--- config.mk ---
export PLATFORM = sky130hd
export DESIGN_NAME = digit_scan_ctrl
export DESIGN_NICKNAME = d
export VERILOG_FILES = /design/src/rtl/seg_pkg.sv /design/src/rtl/slot_timer.sv /design/src/rtl/digit_scan_ctrl.sv
export SDC_FILE = /design/constraint.sdc
export NUM_CORES = 1
export LEC_CHECK = 0
export ABC_CLOCK_PERIOD_IN_PS = 2300
export CORE_ASPECT_RATIO = 0.7
export CORE_MARGIN = 1
export CORE_UTILIZATION = 35
export DETAILED_ROUTE_END_ITERATION = 7
export HOLD_SLACK_MARGIN = 0.02
export MAX_ROUTING_LAYER = met4
export SETUP_SLACK_MARGIN = 0.1
export SLEW_MARGIN = 20
export SYNTH_ARGS = -nofsm -noshare
export SYNTH_HDL_FRONTEND = slang
export SYNTH_SLANG_ARGS = --single-unit
--- constraint.sdc ---
create_clock -name i_clk -period 2.3 [get_ports i_clk]
set_input_delay 0.23 -clock i_clk [delete_from_list [all_inputs] [get_ports i_clk]]
set_output_delay 0.23 -clock i_clk [all_outputs]
set_load 0.01 [all_outputs]
--- src/rtl/seg_pkg.sv ---
// seg_pkg: shared constants and FSM state type for the 7-segment scan path.
//   N_DIGITS    number of display digits
//   DIGIT_W     width of the digit select
//   ANODES_OFF  active-low anode vector with every digit dark
//   state_t     scan FSM states (IDLE, BLANK, ON)
package seg_pkg;

    localparam int N_DIGITS = 4;
    localparam int DIGIT_W  = 2;
    localparam logic [N_DIGITS-1:0] ANODES_OFF = 4'b1111;

    typedef enum logic [1:0] {
        IDLE,
        BLANK,
        ON
    } state_t;

endpackage

--- src/rtl/slot_timer.sv ---
// slot_timer: free-running slot counter, 0..CLK_DIV-1, wrapping.
//   i_clk   system clock
//   i_rst   synchronous reset, active-high
//   i_clr   synchronous clear (count returns to 0 on the next edge)
//   o_cnt   current count
//   o_last  high while o_cnt == CLK_DIV-1
module slot_timer #(
    parameter int unsigned CLK_DIV = 50000
) (
    input  logic                       i_clk,
    input  logic                       i_rst,
    input  logic                       i_clr,
    output logic [$clog2(CLK_DIV)-1:0] o_cnt,
    output logic                       o_last
);

    localparam int unsigned CNT_W = $clog2(CLK_DIV);
    localparam logic [CNT_W-1:0] CNT_LAST = CNT_W'(CLK_DIV - 1);

    logic [CNT_W-1:0] r_cnt;
    logic             w_last;

    assign w_last = (r_cnt == CNT_LAST);

    always_ff @(posedge i_clk) begin
        if (i_rst || i_clr) begin
            r_cnt <= '0;
        end else if (w_last) begin
            r_cnt <= '0;
        end else begin
            r_cnt <= r_cnt + 1'b1;
        end
    end

    assign o_cnt  = r_cnt;
    assign o_last = w_last;

endmodule

--- src/rtl/digit_scan_ctrl.sv ---
// digit_scan_ctrl: time-multiplexed scan controller for a 4-digit 7-segment
// display, with a blanking gap at each digit change, 16-level PWM brightness
// and per-digit masking.
//   i_clk         system clock
//   i_rst         synchronous reset, active-high (priority over i_en)
//   i_en          scan enable; 0 = display dark, scan parked at digit 0
//   i_bright      brightness, sampled while slot count is 0
//   i_digit_mask  bit d = 1: digit d may light
//   o_ctrl        digit select to the digit MUX
//   o_anode_n     active-low anodes, at most one bit low
//   o_blank       high in IDLE or BLANK
//   o_frame_tick  1-cycle pulse on the last cycle of slot 3
module digit_scan_ctrl
    import seg_pkg::*;
#(
    parameter int unsigned CLK_DIV      = 50000,
    parameter int unsigned BLANK_CYCLES = 500
) (
    input  logic                i_clk,
    input  logic                i_rst,
    input  logic                i_en,
    input  logic [3:0]          i_bright,
    input  logic [N_DIGITS-1:0] i_digit_mask,
    output logic [DIGIT_W-1:0]  o_ctrl,
    output logic [N_DIGITS-1:0] o_anode_n,
    output logic                o_blank,
    output logic                o_frame_tick
);

    localparam int unsigned CNT_W = $clog2(CLK_DIV);

    generate
        if (BLANK_CYCLES < 2 || CLK_DIV <= BLANK_CYCLES + 1) begin : g_param_check
            $error("digit_scan_ctrl: need BLANK_CYCLES >= 2 and CLK_DIV > BLANK_CYCLES+1");
        end
    endgenerate

    state_t              r_state, w_state_next;
    logic [DIGIT_W-1:0]  r_digit, w_digit_next;
    logic [3:0]          r_pwm, w_pwm_next;
    logic [3:0]          r_bright_q;
    logic [N_DIGITS-1:0] r_anode_n, w_anode_next;
    logic                r_blank, r_tick, w_tick_next;
    logic [CNT_W-1:0]    w_cnt;
    logic                w_last;
    logic                w_clr;

    // Counter is held at 0 while parked so the first BLANK cycle sees slot 0.
    assign w_clr = !i_en || (r_state == IDLE);

    slot_timer #(
        .CLK_DIV (CLK_DIV)
    ) u_slot_timer (
        .i_clk  (i_clk),
        .i_rst  (i_rst),
        .i_clr  (w_clr),
        .o_cnt  (w_cnt),
        .o_last (w_last)
    );

    // Outputs are registered from next-state values, so each output reflects
    // the state the FSM occupies during the same cycle.
    always_comb begin
        w_state_next = r_state;
        w_digit_next = r_digit;
        w_pwm_next   = '0;
        w_tick_next  = 1'b0;
        w_anode_next = ANODES_OFF;

        if (!i_en) begin
            w_state_next = IDLE;
            w_digit_next = '0;
        end else begin
            case (r_state)
                IDLE: begin
                    w_state_next = BLANK;
                    w_digit_next = '0;
                end
                BLANK: begin
                    if (w_cnt == CNT_W'(BLANK_CYCLES - 1)) begin
                        w_state_next = ON;
                    end
                end
                ON: begin
                    if (w_last) begin
                        w_state_next = BLANK;
                        w_digit_next = r_digit + 1'b1;
                    end else begin
                        w_pwm_next = r_pwm + 4'd1;
                    end
                end
                default: begin
                    w_state_next = IDLE;
                    w_digit_next = '0;
                end
            endcase
        end

        // The tick cycle is the one after slot 3 reaches CLK_DIV-2.
        w_tick_next = i_en && (r_state != IDLE)
                      && (r_digit == DIGIT_W'(N_DIGITS - 1))
                      && (w_cnt == CNT_W'(CLK_DIV - 2));

        if (w_state_next == ON && i_digit_mask[w_digit_next]
            && w_pwm_next <= r_bright_q) begin
            w_anode_next[w_digit_next] = 1'b0;
        end
    end

    always_ff @(posedge i_clk) begin
        if (i_rst) begin
            r_state    <= IDLE;
            r_digit    <= '0;
            r_pwm      <= '0;
            r_bright_q <= '0;
            r_anode_n  <= ANODES_OFF;
            r_blank    <= 1'b1;
            r_tick     <= 1'b0;
        end else begin
            r_state   <= w_state_next;
            r_digit   <= w_digit_next;
            r_pwm     <= w_pwm_next;
            r_anode_n <= w_anode_next;
            r_blank   <= (w_state_next != ON);
            r_tick    <= w_tick_next;
            if (w_cnt == '0) begin
                r_bright_q <= i_bright;
            end
        end
    end

    assign o_ctrl       = r_digit;
    assign o_anode_n    = r_anode_n;
    assign o_blank      = r_blank;
    assign o_frame_tick = r_tick;

endmodule

### Word level (Yosys, flattened, before mapping)

Index checks and enable logic that the tools add are counted.

* logic and storage cells: 52
* input bits: 11
* bits in registers: 34
* output and inout port bits: 8

* mux-type cells: 14
* order comparisons: 3
* reductions and logical operators: 14
* $add $sub $neg: 3
* bitwise gates (word level): 2
* equal/unequal tests: 8

Operators by type and width (count)
* == test 16 bit (second input constant): 2
* adder 16 x 1 -> 16 bit (second input constant): 1
* == test 16 x 9 -> 1 bit (second input constant): 1
* logical NOT 16 bit: 1
* two-way mux 4 bit: 3
* two-way mux 2 bit: 5
* == test 2 bit (second input constant): 3
* logical AND 1 bit: 6
* one-hot mux 2 bit (3 select lines): 1
* adder 4 x 1 -> 4 bit (second input constant): 1
* <= comparator 4 bit: 1
* inverter 4 bit: 1
* one-hot mux 2 bit (2 select lines): 1
* OR reduction 2 bit: 2
* less-than comparator 2 x 3 -> 1 bit (second input constant): 1
* adder 2 x 1 -> 2 bit (second input constant): 1
* binary-select mux 1 bit (select 2 bit): 1
* demux 1 bit (select 2 bit): 1
* == test 2 x 1 -> 1 bit (second input constant): 1
* greater-or-equal comparator 2 x 1 -> 1 bit (second input constant): 1
* logical NOT 2 bit: 1
* logical OR 1 bit: 2
* two-way mux 1 bit: 2
* inequality test 2 bit (second input constant): 1
* 3 further kinds: 3

### Logic depth before layout (Yosys ltp)

Gate-level depths: netlist of the first run.

* word-level depth: 10
* gate-level depth with buffers: 12
* gate-level depth less buffers: 12

### Modules after synthesis

Synthesis of the first run repeated with hierarchy kept, for this count alone.

* cell total of the unflattened synthesis: 186
* area, all modules: 1666.6 µm²

By module, submodules not included
* digit_scan_ctrl: area an instance 945.9 µm², instances 1, cells an instance 106
* slot_timer: area an instance 720.7 µm², instances 1, cells an instance 80

### Worst setup path before layout of the first run

OpenSTA, ideal clock, no wires.

* path type: register to register
* start point: register u_slot_timer.r_cnt[4], in the netlist u_slot_timer.o_cnt[4]
* end point: register r_anode_n[0], in the netlist o_anode_n[0]
* stages on the path, launching flop included: 12
* period minus slack after synthesis: 2585 ps
* path slack: -285 ps
* data required time: 2155 ps
* arrival time: 2440 ps
* path through: dfxtp_1 clkbuf_1 nor4b_1 a41oi_1 nand2_1 nor2_1 ha_1 nor2b_1 o21a_1 o21a_1 o21ai_0 o2111ai_1

RTL lines
* start, declared: line slot_timer.sv:20 `logic [CNT_W-1:0] r_cnt;`
* start signal, assigned: line slot_timer.sv:31 `r_cnt <= r_cnt + 1'b1;`
* == test 16 bit: line slot_timer.sv:23 `assign w_last = (r_cnt == CNT_LAST);`
* two-way mux 4 bit: line digit_scan_ctrl.sv:85 `if (w_last) begin`
* two-way mux 4 bit: line digit_scan_ctrl.sv:74 `case (r_state)`
* two-way mux 4 bit: line digit_scan_ctrl.sv:70 `if (!i_en) begin`
* named net w_pwm_next[1]: line digit_scan_ctrl.sv:40 `logic [3:0] r_pwm, w_pwm_next;`
* <= comparator 4 bit: line digit_scan_ctrl.sv:105 `&& w_pwm_next <= r_bright_q) begin`
* logical AND 1 bit: line digit_scan_ctrl.sv:105
* inverter 1 bit (no line)
* OR reduction 2 bit (no line)
* end signal, assigned: line digit_scan_ctrl.sv:123 `r_anode_n <= w_anode_next;`
* end, declared: line digit_scan_ctrl.sv:42 `logic [N_DIGITS-1:0] r_anode_n, w_anode_next;`

The timed path passes the listed nets, and every way through them passes these cells. The select of a mux whose other input is x is not followed.
A chain may end at the register's enable or synchronous reset.

### Final worst setup path of the first run

* start point: register u_slot_timer.r_cnt[10], in the netlist u_slot_timer.o_cnt[10]
* end point: register r_anode_n[0], in the netlist o_anode_n[0]

* longest elaborated chain between the ends: 10

Ends and longest elaborated chain
* branches (longest 10 deep; another with less-than comparator 2 x 3 -> 1 bit)

Several ways; the timed one is not identified. The select of a mux whose other input is x is not followed.

==> impl_metrics.csv, run 1 <==
group,metric,value,unit
status,status,"finished, final reports clean",
finish,drive_gt1_share,22.4,%
sta,rsz0062_at_grt,"true",
sta,fin_crit_sh,97.6,%
synth,avgSynthCellArea,8.80,um^2
critical_path,crit_cells,5,
finish,nNetsFinal,269,
synth,ys_warn_count,0,
synth,synthFlopType,"dfxtp_1",
floorplanning,pin_count,19,
sta,finalHoldViolCount,0,
critical_path,crit_required,2.44,ns
power_and_ir_drop,peakVddDrop,0.000331,V
sta,setup_viol,0,
critical_path,critPathBufInv,0,
sta,slew_headroom,61.6,%
cts,cts_tree,"yes",
synth,synthesis.instances,197,
power_and_ir_drop,internal_power,0.000841,W
routing,drc,0,
power_and_ir_drop,pwr-share-clk,37.9,%
flow_run,maxCapViolations,0,
place,portBuffers,18,
critical_path,cp_cell_sequence,"or4_4, or4_4, a311o_1, a21boi_4, o2111ai_1",
sta,tightestPinTransition,0.576,ns
cts,clock-sinks,34,
critical_path,startpoint_type,"register",
critical_path,critPathMostFrequentCell,"or4_4",
place,place_congestion,0.880,
synth,postSynth.asyncResetShare,0,%
global_routing,grt_pass1_wl,6610,um
floorplanning,rows,21,
critical_path,crit_family,"simple AND/OR/NAND/NOR gates",
synth,synth_fp_nets,221,
cts,clock_path_buffers,2,
sta,fmax,446,MHz
routing,drtPass1Iterations,4,
critical_path,r2r_setup_slack,0.06,ns
global_routing,grt_pass1_vias,1312,
power_and_ir_drop,p_leak,0.895,nW
floorplanning,die_h,60.9,um
finish,final_cells,314,
critical_path,end_kind,"register",
finish,area_growth,35.0,%
synth,synth_cell_types,40,
power_and_ir_drop,combPwrFrac,6.6,%
critical_path,reg2reg_to,"o_anode_n[0]$_SDFF_PP1_",
routing,via_per_inst,4.86,
synth,syn_area,1730,um^2
synth,synth_seq_area_share,39.2,%
power_and_ir_drop,p_per_area,460,nW/um^2
critical_path,critPathKind,"reg -> reg",
cts,cts.clk_slew.worst_paths,0.06,ns
routing,vias,1525,
floorplanning,dieArea,5240,um^2
critical_path,critical_path.max_fanout,5,
critical_path,cp-endpoint,"o_anode_n[0]$_SDFF_PP1_",
routing,routedWlPerCell,12.7,um
cts,root_buffer,"clkbuf_8",
critical_path,rr_worst_depth,5,
routing,wl,4000,um
global_routing,antenna_found_initial,0,
cts,ctsHoldBuffers,0,
power_and_ir_drop,p_sw,0.000236,W
floorplanning,start_util,36.3,%
cts,insertion_delay,0.28,ns
global_routing,grt_usage,17.4,%
synth,synth_seq_cells,34,
sta,fin_skew,0.00492,ns
floorplanning,die_x,86.1,um
global_routing,grt_max_degree,16,
power_and_ir_drop,p_sw_share,21.9,%
routing,dr.first_iter.drc_count,153,
routing,detail-route-antenna-nets,0,
cts,h-tree-depth,2,
cts,cts_buffers,5,
sta,slew_violations,0,
power_and_ir_drop,power_frac_seq,55.5,%
place,dpl.cell_count,306,
floorplanning,coreArea,4780,um^2
critical_path,arrival,2.39,ns
critical_path,r2r_start,"u_slot_timer.o_cnt[10]$_SDFF_PP0_",
sta,layout_min_cycle_time,2.24,ns
critical_path,crit_path_top_delay_cell,"or4_4",
synth,synth_edf_count,0,
sta,fin_hold_ws,0.478,ns
place,dp_hpwl,3160,um
finish,antenna_cells,0,
critical_path,critical_path.startpoint,"u_slot_timer.o_cnt[10]$_SDFF_PP0_",
global_routing,grt_overflow,0,
hold_path,worstHoldPathType,"reg -> reg",
critical_path,cp_slowest_stage_delay,0.54,ns
[final cells by class]
type	instances	area, um^2
Inverter	11	41.3
Timing Repair Buffer	48	405
Tap cell	69	86.3
Fill cell	484	2440
Multi-Input combinational cell	145	1050
Sequential cell	34	686
Clock buffer	7	76.3
[per-layer routing]
metal	vias up	part of all wire (%)	track usage, %
met4	0	0.78	3.57
met5	-	0	-
met1	689	57	26.9
li1	788	-	-
met3	4	5.6	4.90
met2	44	37	21.3
[cells by family after synthesis]
logic type | after synthesis | synth area share (%)
multiplexers | 4 | 2.31
AND/OR/NAND/NOR | 95 | 29.2
flip-flops | 34 | 39.2
buffers and inverters | 18 | 3.90
adder cells (fa/ha/maj) | 13 | 9.38
XOR/XNOR | 16 | 8.08
AO/OA/AOI/OAI | 17 | 7.94
[power by group through the flow]
stage          Sequential (W)  Combinational [W]  Clock, W
6_report             0.000598          0.0000713  0.000408
5_1_grt              0.000598          0.0000795  0.000454
4_1_cts              0.000598          0.0000689  0.000430
3_5_place_dp         0.000611          0.0000690         0
3_3_place_gp         0.000611          0.0000691         0
2_1_floorplan        0.000611          0.0000363         0
[flip-flops by register name (all words and copies together) (netlist names)]
name,count
u_slot_timer.o_cnt,16
o_frame_tick,1
r_pwm,4
o_ctrl,2
r_bright_q,4
o_blank,1
r_state,2
o_anode_n,4
[through the flow]
step                      instance area, um^2  setup WS [ns]  TNS [ns]  utilization (%)  power (W)
after floorplan                          1780        0.00600         0                -   0.000648
after global placement                   2230         0.0482         0             46.7   0.000680
after detailed placement                 2230         0.0184         0             46.7   0.000680
after CTS                                2320         0.0398         0             48.5    0.00110
after global routing                     2340         -0.101    -0.285             49.0    0.00113
final                                    2340         0.0561         0             49.0    0.00108
[worst min path at each step]
stage                                          start                          to  slack, ns  cells after the start
after floorplan                      i_digit_mask[0]     o_anode_n[0]$_SDFF_PP1_       0.32                      1
after global placement           r_pwm[0]$_SDFF_PP0_         r_pwm[0]$_SDFF_PP0_       0.46                      1
after detailed placement         r_pwm[0]$_SDFF_PP0_         r_pwm[0]$_SDFF_PP0_       0.47                      1
after CTS                        r_pwm[0]$_SDFF_PP0_         r_pwm[0]$_SDFF_PP0_       0.48                      1
after global routing      r_bright_q[0]$_SDFFE_PP0N_  r_bright_q[0]$_SDFFE_PP0N_       0.52                      2
final                            r_pwm[0]$_SDFF_PP0_         r_pwm[0]$_SDFF_PP0_       0.48                      1
[cells in the final DEF, fill, tap and decap left out, types with 2 or more instances in the layout]
cell type        Yosys  routed
a21oi_1              2       2
and2_1               2       2
and3_1               6       5
buf_4                0      30
clkbuf_1             7       2
clkbuf_8             0       5
clkdlybuf4s50_1      0      18
dfxtp_1             34      30
dfxtp_2              0       4
ha_1                13      12
inv_1               11      11
mux2i_1              4       4
nand2_1             11      11
nand3_1              5       5
nand4_1             11      11
nor2_1              31      31
nor2b_1              3       3
nor3_1               5       5
nor4_1               6       4
nor4_2               0       2
o21a_1               2       2
o21ai_0              4       3
or3_1                2       2
or4_4                1       2
xnor2_1              6       6
xor2_1              10      10
[cells in the mapped netlist, types with 4 or more instances]
cell type | count | area [um^2]
and3_1 | 6 | 37.5
clkbuf_1 | 7 | 26.3
dfxtp_1 | 34 | 681
ha_1 | 13 | 163
inv_1 | 11 | 41.3
mux2i_1 | 4 | 40.0
nand2_1 | 11 | 41.3
nand3_1 | 5 | 25.0
nand4_1 | 11 | 68.8
nor2_1 | 31 | 116
nor3_1 | 5 | 25.0
nor4_1 | 6 | 37.5
o21ai_0 | 4 | 20.0
xnor2_1 | 6 | 52.6
xor2_1 | 10 | 87.6
[repair_timing]
item	CTS	global route
pin swaps	5	3
gates cloned	0	0
endpoints found under the setup margin	4	9
setup buffers	1	0
gates resized for setup	2	5
No activity file was read; power rests on OpenSTA's default activity.
==> inputs of run 2 (changes only) <==
--- a/config.mk
+++ b/config.mk
@@ -13,6 +13,7 @@
 export HOLD_SLACK_MARGIN = 0.02
 export MAX_ROUTING_LAYER = met4
 export SETUP_SLACK_MARGIN = 0.1
+export SKIP_LAST_GASP = 1
 export SLEW_MARGIN = 20
 export SYNTH_ARGS = -nofsm -noshare
 export SYNTH_HDL_FRONTEND = slang
==> impl_metrics.csv, run 2 (synthesis gave the netlist of run 1 again) <==
group,metric,value,unit
status,status,"finished, final reports clean",
critical_path,cp_slowest_stage_delay,0.54,ns
critical_path,end_kind,"register",
sta,tightestPinTransition,0.576,ns
critical_path,critical_path.startpoint,"u_slot_timer.o_cnt[10]$_SDFF_PP0_",
finish,finish.utilization,49.0,%
critical_path,reg2reg_to,"o_anode_n[0]$_SDFF_PP1_",
cts,cts_buffers,5,
critical_path,rr_worst_depth,5,
hold_path,min-delay-start,"r_pwm[0]$_SDFF_PP0_",
power_and_ir_drop,power_frac_seq,55.5,%
cts,cts.clk_slew.worst_paths,0.06,ns
floorplanning,rows,21,
finish,fillCellCount,484,
sta,fin_setup_tns,0,ns
routing,detail-route-antenna-nets,0,
finish,area_growth,35.0,%
critical_path,critical_path.max_fanout,5,
floorplanning,die_h,60.9,um
floorplanning,die_x,86.1,um
routing,dr.first_iter.drc_count,154,
sta,slew_headroom,61.6,%
cts,clock_path_buffers,2,
cts,cts_tree,"yes",
floorplanning,pin_count,19,
power_and_ir_drop,peakVddDrop,0.000331,V
finish,largest_reg_flops,16,
critical_path,cp_cell_sequence,"or4_4, or4_4, a311o_1, a21boi_4, o2111ai_1",
critical_path,crit_family,"simple AND/OR/NAND/NOR gates",
place,place_congestion,0.880,
cts,insertion_delay,0.28,ns
finish,drive_gt1_share,22.4,%
global_routing,antenna_found_initial,0,
floorplanning,start_util,36.3,%
sta,setup_viol,0,
global_routing,grt_usage,17.4,%
critical_path,crit_path_top_delay_cell,"or4_4",
global_routing,grt_pass1_vias,1312,
critical_path,cp-endpoint,"o_anode_n[0]$_SDFF_PP1_",
power_and_ir_drop,p_per_area,460,nW/um^2
global_routing,grt_overflow,0,
global_routing,grt_pass1_wl,6610,um
critical_path,critPathKind,"reg -> reg",
cts,h-tree-depth,2,
critical_path,crit_cells,5,
finish,mostFrequentLayoutCells,"nor2_1, dfxtp_1, buf_4, clkdlybuf4s50_1, ha_1",
routing,routedWlPerCell,12.7,um
power_and_ir_drop,p_sw,0.000236,W
power_and_ir_drop,internal_power,0.000841,W
routing,drc,0,
cts,root_buffer,"clkbuf_8",
routing,drtPass1Iterations,4,
floorplanning,coreArea,4780,um^2
power_and_ir_drop,pwr-share-clk,37.9,%
cts,clock-sinks,34,
sta,fin_hold_ws,0.478,ns
critical_path,critPathBufInv,0,
sta,fin_crit_sh,97.5,%
global_routing,grt_max_degree,16,
routing,vias,1531,
routing,wl,4000,um
place,dp_hpwl,3160,um
critical_path,r2r_setup_slack,0.06,ns
finish,mostFrequentLayoutCell,"nor2_1",
sta,rsz0062_at_grt,"true",
hold_path,worstHoldPathType,"reg -> reg",
finish,antenna_cells,0,
place,portBuffers,18,
critical_path,critPathMostFrequentCell,"or4_4",
critical_path,r2r_start,"u_slot_timer.o_cnt[10]$_SDFF_PP0_",
finish,nNetsFinal,269,
sta,slew_violations,0,
critical_path,crit_required,2.44,ns
sta,fin_skew,0.00488,ns
power_and_ir_drop,p_leak,0.895,nW
critical_path,arrival,2.39,ns
critical_path,startpoint_type,"register",
power_and_ir_drop,combPwrFrac,6.6,%
routing,via_per_inst,4.88,
floorplanning,dieArea,5240,um^2
flow_run,maxCapViolations,0,
power_and_ir_drop,p_sw_share,21.9,%
sta,layout_min_cycle_time,2.24,ns
sta,finalHoldViolCount,0,
sta,fmax,446,MHz
## run 2: per-layer routing
layer  vias to the layer above  wire length [um]  GRT usage, %
li1                        788                 -             -
met1                       691              2260          26.9
met2                        48              1480          21.3
met3                         4               230          4.90
met4                         0                31          3.57
met5                         -                 0             -
## run 2: cell type report
| type | count | area (um^2) | share of cell area [%] |
|---|---|---|---|
| Multi-Input combinational cell | 145 | 1050 | 44.7 |
| Sequential cell | 34 | 686 | 29.3 |
| Timing Repair Buffer | 48 | 405 | 17.3 |
| Tap cell | 69 | 86.3 | 3.69 |
| Clock buffer | 7 | 76.3 | 3.26 |
| Inverter | 11 | 41.3 | 1.76 |
## run 2: how the worst min path moves through the flow
stage / end / slack (ns) / cells after the start
finish: r_pwm[0]$_SDFF_PP0_ / 0.48 / 1
global route: r_bright_q[0]$_SDFFE_PP0N_ / 0.52 / 2
CTS: r_pwm[0]$_SDFF_PP0_ / 0.48 / 1
detailed placement: r_pwm[0]$_SDFF_PP0_ / 0.47 / 1
global placement: r_pwm[0]$_SDFF_PP0_ / 0.46 / 1
floorplan: o_anode_n[0]$_SDFF_PP1_ / 0.32 / 1
## run 2: what timing repair did
action / 4_1_cts / 5_1_grt
hold buffers: 0 / 0
setup buffers: 1 / 0
gates resized for setup: 2 / 5
setup endpoints to repair: 4 / 9
pin swaps: 5 / 3
## run 2: metrics by stage
stage / setup slack (ns) / area [um^2] / total power (W) / std cells
final: 0.0569 / 2340 / 0.00108 / 314
after global routing: -0.101 / 2340 / 0.00113 / 314
after CTS: 0.0398 / 2320 / 0.00110 / 314
after detailed placement: 0.0184 / 2230 / 0.000680 / 306
after global placement: 0.0482 / 2230 / 0.000680 / 306
after floorplan: 0.00600 / 1780 / 0.000648 / 197
## run 2: power by group through the flow
stage | Clock [W] | Combinational [W] | Sequential, W
2_1_floorplan | 0 | 0.0000363 | 0.000611
3_3_place_gp | 0 | 0.0000691 | 0.000611
3_5_place_dp | 0 | 0.0000690 | 0.000611
4_1_cts | 0.000430 | 0.0000689 | 0.000598
5_1_grt | 0.000454 | 0.0000795 | 0.000598
6_report | 0.000408 | 0.0000712 | 0.000598
